<file path="config.mk">
export PLATFORM = sky130hd
export DESIGN_NAME = motor_input_conditioner_flat
export DESIGN_NICKNAME = d
export VERILOG_FILES = /design/src/rtl/motor_input_conditioner_if.sv /design/src/rtl/motor_input_conditioner.sv /design/src/flat_wrapper.sv
export SDC_FILE = /design/constraint.sdc
export NUM_CORES = 1
export LEC_CHECK = 0
export ABC_AREA = 1
export CORE_MARGIN = 2
export CORE_UTILIZATION = 30
export CTS_CLUSTER_SIZE = 10
export DETAILED_ROUTE_END_ITERATION = 8
export GPL_TIMING_DRIVEN = 0
export MAX_ROUTING_LAYER = met4
export PLACE_DENSITY = 0.51
export SLEW_MARGIN = 25
export SYNTH_ARGS = -nofsm -noshare
export SYNTH_HDL_FRONTEND = slang
export SYNTH_SLANG_ARGS = --single-unit
</file>
<file path="constraint.sdc">
create_clock -name clk -period 1.5 [get_ports clk]
set_clock_uncertainty 0.05 [all_clocks]
set_input_delay 0.3 -clock clk [delete_from_list [all_inputs] [get_ports clk]]
set_output_delay 0.3 -clock clk [all_outputs]
set_load 0.02 [all_outputs]
</file>
<file path="src/rtl/motor_input_conditioner_if.sv">
// Raw switch inputs and conditioned outputs between the board
// pins and the motor up/down controller.
interface motor_input_conditioner_if;
  logic btn_raw;
  logic up_limit_raw;
  logic dn_limit_raw;
  logic activate;
  logic up_limit;
  logic dn_limit;
  logic fault;

  modport master (
    output btn_raw,
    output up_limit_raw,
    output dn_limit_raw,
    input  activate,
    input  up_limit,
    input  dn_limit,
    input  fault
  );

  modport slave (
    input  btn_raw,
    input  up_limit_raw,
    input  dn_limit_raw,
    output activate,
    output up_limit,
    output dn_limit,
    output fault
  );
endinterface

</file>
<file path="src/rtl/motor_input_conditioner.sv">
// Synchronise and debounce the button and limit switches, and turn
// each clean press into one activate pulse with lockout and fault gating.
module motor_input_conditioner #(
  parameter int DEBOUNCE_CYCLES = 16,
  parameter int LOCKOUT_CYCLES  = 64
) (
  input logic clk,
  input logic rst_n,
  motor_input_conditioner_if.slave bus
);

  localparam int CW = $clog2(DEBOUNCE_CYCLES + 1);
  localparam int LW =
    (LOCKOUT_CYCLES > 0) ? $clog2(LOCKOUT_CYCLES + 1) : 1;
  localparam logic [CW-1:0] CNT_MAX =
    CW'(DEBOUNCE_CYCLES - 1);
  localparam logic [LW-1:0] LOCK_INIT =
    LW'(LOCKOUT_CYCLES);

  typedef enum logic [1:0] {
    IDLE,
    FIRE,
    HOLD
  } state_t;

  // bit 2 = button, bit 1 = upper limit, bit 0 = lower limit
  logic [2:0] raw;
  logic [2:0] s1;
  logic [2:0] s2;
  logic [2:0] lvl;

  assign raw = {bus.btn_raw,
                bus.up_limit_raw,
                bus.dn_limit_raw};

  always_ff @(posedge clk or negedge rst_n) begin
    if (!rst_n) begin
      s1 <= '0;
      s2 <= '0;
    end else begin
      s1 <= raw;
      s2 <= s1;
    end
  end

  for (genvar g = 0; g < 3; g++) begin : g_db
    logic [CW-1:0] cnt_q;
    logic          lvl_q;

    always_ff @(posedge clk or negedge rst_n) begin
      if (!rst_n) begin
        cnt_q <= '0;
        lvl_q <= 1'b0;
      end else if (s2[g] == lvl_q) begin
        cnt_q <= '0;
      end else if (cnt_q == CNT_MAX) begin
        lvl_q <= s2[g];
        cnt_q <= '0;
      end else begin
        cnt_q <= cnt_q + 1'b1;
      end
    end

    assign lvl[g] = lvl_q;
  end

  logic btn_db;
  logic up_db;
  logic dn_db;
  logic fault_q;

  assign btn_db = lvl[2];
  assign up_db  = lvl[1];
  assign dn_db  = lvl[0];

  always_ff @(posedge clk or negedge rst_n) begin
    if (!rst_n) fault_q <= 1'b0;
    else        fault_q <= up_db & dn_db;
  end

  state_t        state;
  state_t        state_n;
  logic [LW-1:0] lock;
  logic [LW-1:0] lock_n;
  logic          act_q;

  // A press seen during a fault is consumed by going straight to HOLD
  always_comb begin
    state_n = state;
    lock_n  = lock;
    unique case (state)
      IDLE: begin
        if (btn_db) state_n = fault_q ? HOLD : FIRE;
      end
      FIRE: begin
        lock_n  = LOCK_INIT;
        state_n = HOLD;
      end
      HOLD: begin
        if (lock != '0)  lock_n  = lock - 1'b1;
        else if (!btn_db) state_n = IDLE;
      end
      default: state_n = IDLE;
    endcase
  end

  always_ff @(posedge clk or negedge rst_n) begin
    if (!rst_n) begin
      state <= IDLE;
      lock  <= '0;
      act_q <= 1'b0;
    end else begin
      state <= state_n;
      lock  <= lock_n;
      act_q <= (state_n == FIRE);
    end
  end

  assign bus.activate = act_q;
  assign bus.up_limit = up_db;
  assign bus.dn_limit = dn_db;
  assign bus.fault    = fault_q;

endmodule

</file>
<file path="src/flat_wrapper.sv">
// flat-port wrapper written by rule: the top's interface ports become plain ports
module motor_input_conditioner_flat 
#(
  parameter int DEBOUNCE_CYCLES = 16,
  parameter int LOCKOUT_CYCLES  = 64
)
  (clk, rst_n, bus_btn_raw, bus_up_limit_raw, bus_dn_limit_raw, bus_activate, bus_up_limit, bus_dn_limit, bus_fault);
  motor_input_conditioner_if bus_i ();
  input logic clk;
  input logic rst_n;
  input wire logic [$bits(bus_i.btn_raw)-1:0] bus_btn_raw;
  input wire logic [$bits(bus_i.up_limit_raw)-1:0] bus_up_limit_raw;
  input wire logic [$bits(bus_i.dn_limit_raw)-1:0] bus_dn_limit_raw;
  output wire logic [$bits(bus_i.activate)-1:0] bus_activate;
  output wire logic [$bits(bus_i.up_limit)-1:0] bus_up_limit;
  output wire logic [$bits(bus_i.dn_limit)-1:0] bus_dn_limit;
  output wire logic [$bits(bus_i.fault)-1:0] bus_fault;
  assign bus_i.btn_raw = bus_btn_raw;
  assign bus_i.up_limit_raw = bus_up_limit_raw;
  assign bus_i.dn_limit_raw = bus_dn_limit_raw;
  assign bus_activate = bus_i.activate;
  assign bus_up_limit = bus_i.up_limit;
  assign bus_dn_limit = bus_i.dn_limit;
  assign bus_fault = bus_i.fault;
  motor_input_conditioner #(.DEBOUNCE_CYCLES(DEBOUNCE_CYCLES), .LOCKOUT_CYCLES(LOCKOUT_CYCLES)) u_core (.clk(clk), .rst_n(rst_n), .bus(bus_i));
endmodule
</file>
==> key figures, run 1 <==
Drt
  – Vias: 1062
  – Vias/cell: 4.33
  – DRT iter0 DRCs: 34
  – WL/cell: 10.2 um
  – DRC violations left: 0
  – Antenna violation net count after detailed routing: 0
  – Drt total wl: approximately 2500 um
  – First-pass DRT Iterations: 4

Setup path
  – Slowest stage delay, CP: 0.42 ns
  – R2r worst-path depth: 9
  – Critical path's slowest cell: dfrtp_1
  – Required @ worst endpoint: about 1.2 ns
  – CP delay by family, top: flip-flops
  – Reg2Reg Launch Point: u_core.lock[0]
  – Crit-path max FO: 4
  – CP Cell Sequence: dlygate4sd2_1
  – Setup crit end kind: output pin
  – Crit. Startpoint: u_core.bus.dn_limit
  – Critical R2R Capture: u_core.lock[5]
  – R2r setup slk: 0.10 ns
  – Arr. time, crit path: 1.06 ns
  – CP Class: flip-flop to output pin
  – Buf/Inv on CP: 1
  – CP Launch Type: flip-flop

Global routing
  – Vias in the first global route: 1083
  – First-pass GRT wire length: 4510 um
  – Initial antenna violation count: 0
  – Gr usage total: 11.4%
  – Largest net degree at the start of global routing: 24
  – Total grt overflow: 0

CTS
  – Clock transition at path regs: roughly 0.070 ns
  – Clock Latency Late Sink: 0.28 ns
  – CTS Sinks: 35
  – Root buffer cell: clkbuf_8
  – CTS H-tree depth: 2
  – Total CTS buffers: 5
  – CTS tree: done
  – Clk buf depth: 2

Flow run
  – Maximum capacitance violations: 0

Die
  – Die ar.: between 5000 and 6000 sq um
  – Core Rows: 25
  – Top-Level Pins: 9
  – Area of the core: 4750 sq um
  – Starting Density: ~31%
  – Chip height: about 74 um
  – Die width: around 74 um

Synth
  – Register area share after synthesis: 58.9%
  – Syn avg cell area: 9.41 sq um
  – Post-Syn Nets: 167
  – Async SR Flop Fraction: between 90% and 100%
  – Number of synthesized flops with an enable pin: 0
  – Dominant cell type by area after synthesis: dfrtp_1
  – Synth cell count leaders: dfrtp_1 (35), nand2_1 (32), nor2_1 (24), inv_1 (19), nand3_1 (14)
  – Yosys reg bits: 35
  – Ys flop type: dfrtp_1
  – Post-synth top area share: 58.9%
  – Synth warn: 0
  – Mapped Area: 1490 sq um
  – Syn Inst Count: 158
  – Top area cells in the synthesized netlist: dfrtp_1 (59%), nand2_1 (8.1%), nor2_1 (6.1%)
  – Most frequent cell after synthesis: dfrtp_1
  – Distinct cells, synth: 21

Place
  – Port buffer count: 8
  – GP Congestion: ~0.73
  – DP Wirelength: 1830 um

STA
  – Worst-margin pin slew: 0.339 ns
  – Unrepaired setup endpoints after global routing: false
  – Min Clock Period, post-route: 1.41 ns
  – FMAX: 707 MHz
  – Period utilization: a little over nine tenths
  – Final Setup Violations: 0
  – Final Max Slew Viols: 0
  – Final Hold Vio Count: 0
  – Hold slack: 0.299 ns
  – Worst slew margin: approximately 77%

Cells and area
  – Nets@finish: about 190
  – N_diodes: 0
  – Filler cells: ~480
  – Area delta synth->final: 22.6%
  – Layout cells sized above 1: between 10% and 20%

Power
  – VDD IR max: slightly above 500 uV
  – Total power: around 0.0018 W
  – Leakage Power: 0.924 nW
  – Cell Pwr Density: 999 nW/um^2

Hold path
  – HP Class: flip-flop to flip-flop
  – Hold path endpoint: u_core.s2[2]
  – Cell depth of the worst hold path: 0
  – Hold Startpoint: u_core.s1[2]

Run status
  – Status: finished clean
kinds of logic after synthesis:
kind of cell / count (synthesis) / share of synthesized area [%]
xor gates and xnor gates: 7 / 4.12
adders and majority gates: 4 / 3.37
buffers and inverters: 20 / 5.05
AOI/OAI and AO/OA: 4 / 1.60
DFF: 35 / 58.9
and+or+nand+nor: 88 / 26.9
report_power, final:
group / switching [W] / leakage [nW] / internal, W
registers: 0.0000191 / 0.467 / 0.000973
clock network: 0.000323 / 0.0505 / 0.000417
logic: 0.0000479 / 0.406 / 0.0000406
total: 0.000390 / 0.924 / 0.00143
layout make-up:
| type | instances | area, sq um | area share, % |
|---|---|---|---|
| timing repair buffer | 11 | 115 | 6.31 |
| inverter | 20 | 75.1 | 4.12 |
| multi-input combinational | 104 | 569 | 31.2 |
| tap | 67 | 83.8 | 4.60 |
| sequential | 35 | 876 | 48.0 |
| clock buffer | 7 | 96.3 | 5.28 |
| clock inverter | 1 | 7.51 | 0.412 |
metal layers:
metal  GRT usage [%]  up-vias  wire [um]
li1                -      540          -
met1            12.7      504       1130
met2            17.0       16       1250
met3            4.88        2        106
met4            6.55        0         22
met5               -        -          0
flip-flops by register name (all words and copies together) (netlist names):
signal and flops:
u_core.g_db.cnt_q 15, u_core.lock 7, u_core.s1 3, u_core.s2 3, u_core.state 2, u_core.btn_db 1
u_core.bus.activate 1, u_core.bus.dn_limit 1, u_core.bus.fault 1, u_core.bus.up_limit 1
placed cells by master (no fill, tap or decap), drive strengths merged:
cell           instances
a21oi                  2
buf                    3
clkbuf                 7
clkdlybuf4s50          3
clkinvlp               1
dfrtp                 35
dlygate4sd2            4
dlygate4sd3            1
ha                     4
inv                   20
nand2                 34
nand2b                 3
nand3                 15
nand4                  2
nor2                  25
nor3                   4
nor3b                  3
nor4                   2
o21ai                  1
o221ai                 1
or2                    1
xnor2                  3
xor2                   4
through the flow:
| stage | setup TNS, ns | std cells | area, sq um | setup slack (ns) | utilization, % |
|---|---|---|---|---|---|
| final | 0 | 245 | 1820 | 0.0854 | 38.3 |
| after global routing | 0 | 245 | 1820 | 0.0211 | 38.3 |
| after CTS | 0 | 244 | 1800 | 0.0258 | 37.9 |
| after detailed placement | -0.219 | 234 | 1670 | -0.0562 | 35.2 |
| after global placement | -21.39 | 233 | 1650 | -0.612 | 34.7 |
| after floorplan | 0 | 158 | 1490 | 0.152 | - |
repair_timing:
action | in CTS | in global routing
setup buffers | 0 | 1
hold endpoints to repair | 12 | 0
gates resized for setup | 7 | 3
cloned | 1 | 0
pin swaps | 1 | 1
hold buffers | 1 | 0
setup endpoints to repair | 10 | 6
how the worst max path moves through the flow:
stage                                    to  cells past startpoint  slack [ns]
finish                         bus_dn_limit                      1        0.09
global route                 u_core.lock[4]                      9        0.02
global placement    u_core.g_db[2].cnt_q[4]                      1       -0.61
detailed placement           u_core.lock[5]                      9       -0.06
CTS                          u_core.lock[5]                      9        0.03
floorplan                    u_core.lock[5]                      9        0.15
Power figures use the tool's default switching activity.
==> inputs of run 2 (changes only) <==
Settings changed: CTS_BUF_LIST set to sky130_fd_sc_hd__clkbuf_2 sky130_fd_sc_hd__clkbuf_4 sky130_fd_sc_hd__clkbuf_8.
==> results of run 2 <==
Same layout as run 1: the final DEF is identical, and so are final timing and power.
==> inputs of run 3 (changes only) <==
Settings changed: ABC_AREA 1 to unset.
==> key figures, run 3 <==
Run status
  – Status: complete, but fails checks
  – Failing checks: negative setup slack

Synth
  – Synth warn: 0 (unchanged)
  – Most frequent cell after synthesis: dfrtp_1
  – Top area cells in the synthesized netlist: dfrtp_1 (58%), xor2_1 (5.2%), nor2_1 (3.5%)
  – Number of synthesized flops with an enable pin: 0 (unchanged)
  – Mapped Area: 1510 sq um (+1.5%)
  – Yosys reg bits: 35 (unchanged)
  – Ys flop type: dfrtp_1
  – Post-Syn Nets: 142 (-15%)
  – Syn Inst Count: 133 (-16%)
  – Post-synth top area share: 58.0% (-0.88 points)
  – Async SR Flop Fraction: 100% (unchanged)
  – Distinct cells, synth: 33 (+57%)
  – Register area share after synthesis: 58.0% (-0.88 points)
  – Synth cell count leaders: dfrtp_1 (35), nor2_1 (14), xor2_1 (9), nand3_1 (7)
  – Syn avg cell area: 11.3 sq um (+21%)
  – Dominant cell type by area after synthesis: dfrtp_1

Cells and area
  – Max reg flops: 15 (unchanged)
  – N_diodes: 0 (unchanged)
  – Commonest non-fill, non-tap cell in the layout: dfrtp_1
  – Nets@finish: 166 (-11%)
  – Area delta synth->final: 26.8%
  – Commonest non-fill, non-tap cells in the layout: dfrtp_1 (34), nor2_1 (14), xor2_1 (9)
  – Layout cells sized above 1: 22.2% (+11 points)
  – Top reg by flops: u_core.g_db.cnt_q
  – Fin area: 1910 sq um (+4.9%)
  – Registers with the most flip-flops: u_core.g_db.cnt_q (15), u_core.lock (7)

Place
  – Post-DP Area: 1700 sq um (+1.6%)
  – GP Congestion: 0.712 (-2.3%)
  – Pre-CTS WS: -0.448 ns (-0.391 ns)
  – Port buffer count: 8 (unchanged)
  – DP Wirelength: 1870 um (+1.8%)

CTS
  – CTS Sinks: 35 (unchanged)
  – Total CTS buffers: 5 (unchanged)
  – Clock Latency Late Sink: 0.28 ns (about the same)
  – Clk buf depth: 2 (unchanged)
  – CTS tree: done
  – Root buffer cell: clkbuf_8
  – CTS H-tree depth: 2 (unchanged)
  – Clock transition at path regs: 0.08 ns (about the same)

Setup path
  – Reg2Reg Launch Point: u_core.lock[3]
  – Crit path to: u_core.lock[5]
  – Setup crit end kind: flip-flop
  – CP Launch Type: flip-flop
  – Crit-path max FO: 3 (-1)
  – Required @ worst endpoint: 1.61 ns (+0.46 ns)
  – Critical R2R Capture: u_core.lock[5]
  – R2r worst-path depth: 3 (-6)
  – CP Class: flip-flop to flip-flop
  – R2r setup slk: -0.25 ns (-0.35 ns)
  – Arr. time, crit path: 1.85 ns (+0.79 ns)
  – Crit. Startpoint: u_core.lock[3]

Die
  – Top-Level Pins: 9 (unchanged)
  – Chip height: 74.9 um (+0.71%)
  – Die ar.: 5610 sq um (+1.4%)
  – Area of the core: 4790 sq um (+0.66%)
  – Die width: 74.9 um (+0.71%)
  – Core Rows: 25 (unchanged)
  – Starting Density: 31.5% (+0.27 points)

Drt
  – WL/cell: 12.0 um (+18%)
  – First-pass DRT Iterations: 4 (unchanged)
  – DRC violations left: 0 (unchanged)
  – Antenna violation net count after detailed routing: 0 (unchanged)
  – Vias/cell: 4.73 (+9.1%)
  – Drt total wl: 2710 um (+8.1%)
  – Vias: 1064 (+0.19%)
  – DRT iter0 DRCs: 77 (+130%)

STA
  – Final Hold Vio Count: 0 (unchanged)
  – Final setup margin: -0.248 ns (-0.333 ns)
  – Worst-margin pin slew: 0.471 ns (+0.133 ns)
  – Min Clock Period, post-route: 1.75 ns (+0.333 ns)
  – Final Max Slew Viols: 0 (unchanged)
  – Period utilization: 117% (+22 points)
  – Worst slew margin: 68.6% (-8.7 points)
  – FMAX: 572 MHz (-19%)
  – Unrepaired setup endpoints after global routing: true
  – Final Setup Violations: 6 (+6)
  – Hold slack: 0.305 ns (+0.00609 ns)

Global routing
  – Vias in the first global route: 1055 (-2.6%)
  – Total grt overflow: 0 (unchanged)
  – Gr usage total: 11.5% (+0.11 points)
  – First-pass GRT wire length: 4730 um (+4.9%)
  – Largest net degree at the start of global routing: 32 (+33%)
  – Initial antenna violation count: 0 (unchanged)

Power
  – Leakage Power: 0.945 nW (+2.2%)
  – VDD IR max: 807 uV (+56%)
  – Cell Pwr Density: 934 nW/um^2 (-6.5%)

Flow run
  – Maximum capacitance violations: 0 (unchanged)

Hold path
  – HP Class: flip-flop to flip-flop
==> run 3: changes by cell type in the layout (fill, tap and decap cells not counted), sizes merged, moves of 5 or more <==
cell / before / now
o21ai: 1 / 6
nor2: 25 / 14
inv: 20 / 5
xor2: 4 / 9
and2: 0 / 6
nand3: 15 / 7
nand2: 34 / 3
buf: 3 / 10
==> run 3: worst max-delay path: stages (launching register included) <==
cell     delay, ns
dfrtp_1       0.39
or4_4         0.55
o311a_1       0.29
or3_1         0.34
==> run 3: power breakdown <==
part | internal, W | total [W] | switching (W)
clock network | 0.000375 | 0.000717 | 0.000342
logic | 0.0000362 | 0.0000787 | 0.0000425
registers | 0.000972 | 0.000990 | 0.0000188
==> run 3: cells by family after synthesis <==
family	share of synthesized area [%]
buf+inv	2.32
xor+xnor	5.22
mux	2.24
simple gates	18.8
flops	58.0
compound gates	10.0
fa+ha+maj	3.32
==> run 3: worst min path at each step <==
| stage | from | end | cells after the start |
|---|---|---|---|
| 2_1_floorplan | rst_n | u_core.btn_db | 0 |
| 5_1_grt | u_core.s1[0] | u_core.s2[0] | 0 |
| 3_5_place_dp | rst_n | u_core.lock[4] | 1 |
| 4_1_cts | u_core.s1[0] | u_core.s2[0] | 0 |
| 3_3_place_gp | u_core.s1[2] | u_core.s2[2] | 0 |
| 6_report | u_core.s1[0] | u_core.s2[0] | 0 |
==> run 3: repair_timing <==
action                                  4_1_cts  5_1_grt
pin swaps                                     6        2
endpoints found under the setup margin       12        8
hold buffers                                  1        0
hold endpoints to repair                      4        0
resized for setup                            12        7
buffers inserted                              5        2
==> run 3: layout make-up <==
type | count | area (sq um)
Timing Repair Buffer | 17 | 156
Buffer | 4 | 17.5
Tap cell | 67 | 83.8
Inverter | 5 | 18.8
Sequential cell | 35 | 877
Multi-Input combinational cell | 89 | 661
Clock buffer | 6 | 82.6
Fill cell | 464 | 2870
Clock inverter | 2 | 16.3
==> run 3: per-layer routing <==
metal | vias to the layer above | global-route usage (%) | wire length, um
li1 | 516 | - | -
met1 | 531 | 13.7 | 1240
met2 | 15 | 18.6 | 1370
met3 | 2 | 3.21 | 87
met4 | 0 | 4.17 | 17
met5 | - | - | 0
==> run 3: metrics by stage <==
stage                     setup TNS [ns]  total power, W  instances  utilization [%]
after CTS                         -0.435         0.00182        223             38.9
after global placement            -25.89         0.00108        208             35.2
final                             -0.737         0.00179        225             40.0
after floorplan                   -0.730         0.00104        133                -
after global routing               -1.17         0.00187        225             40.0
after detailed placement           -2.19         0.00109        209             35.5
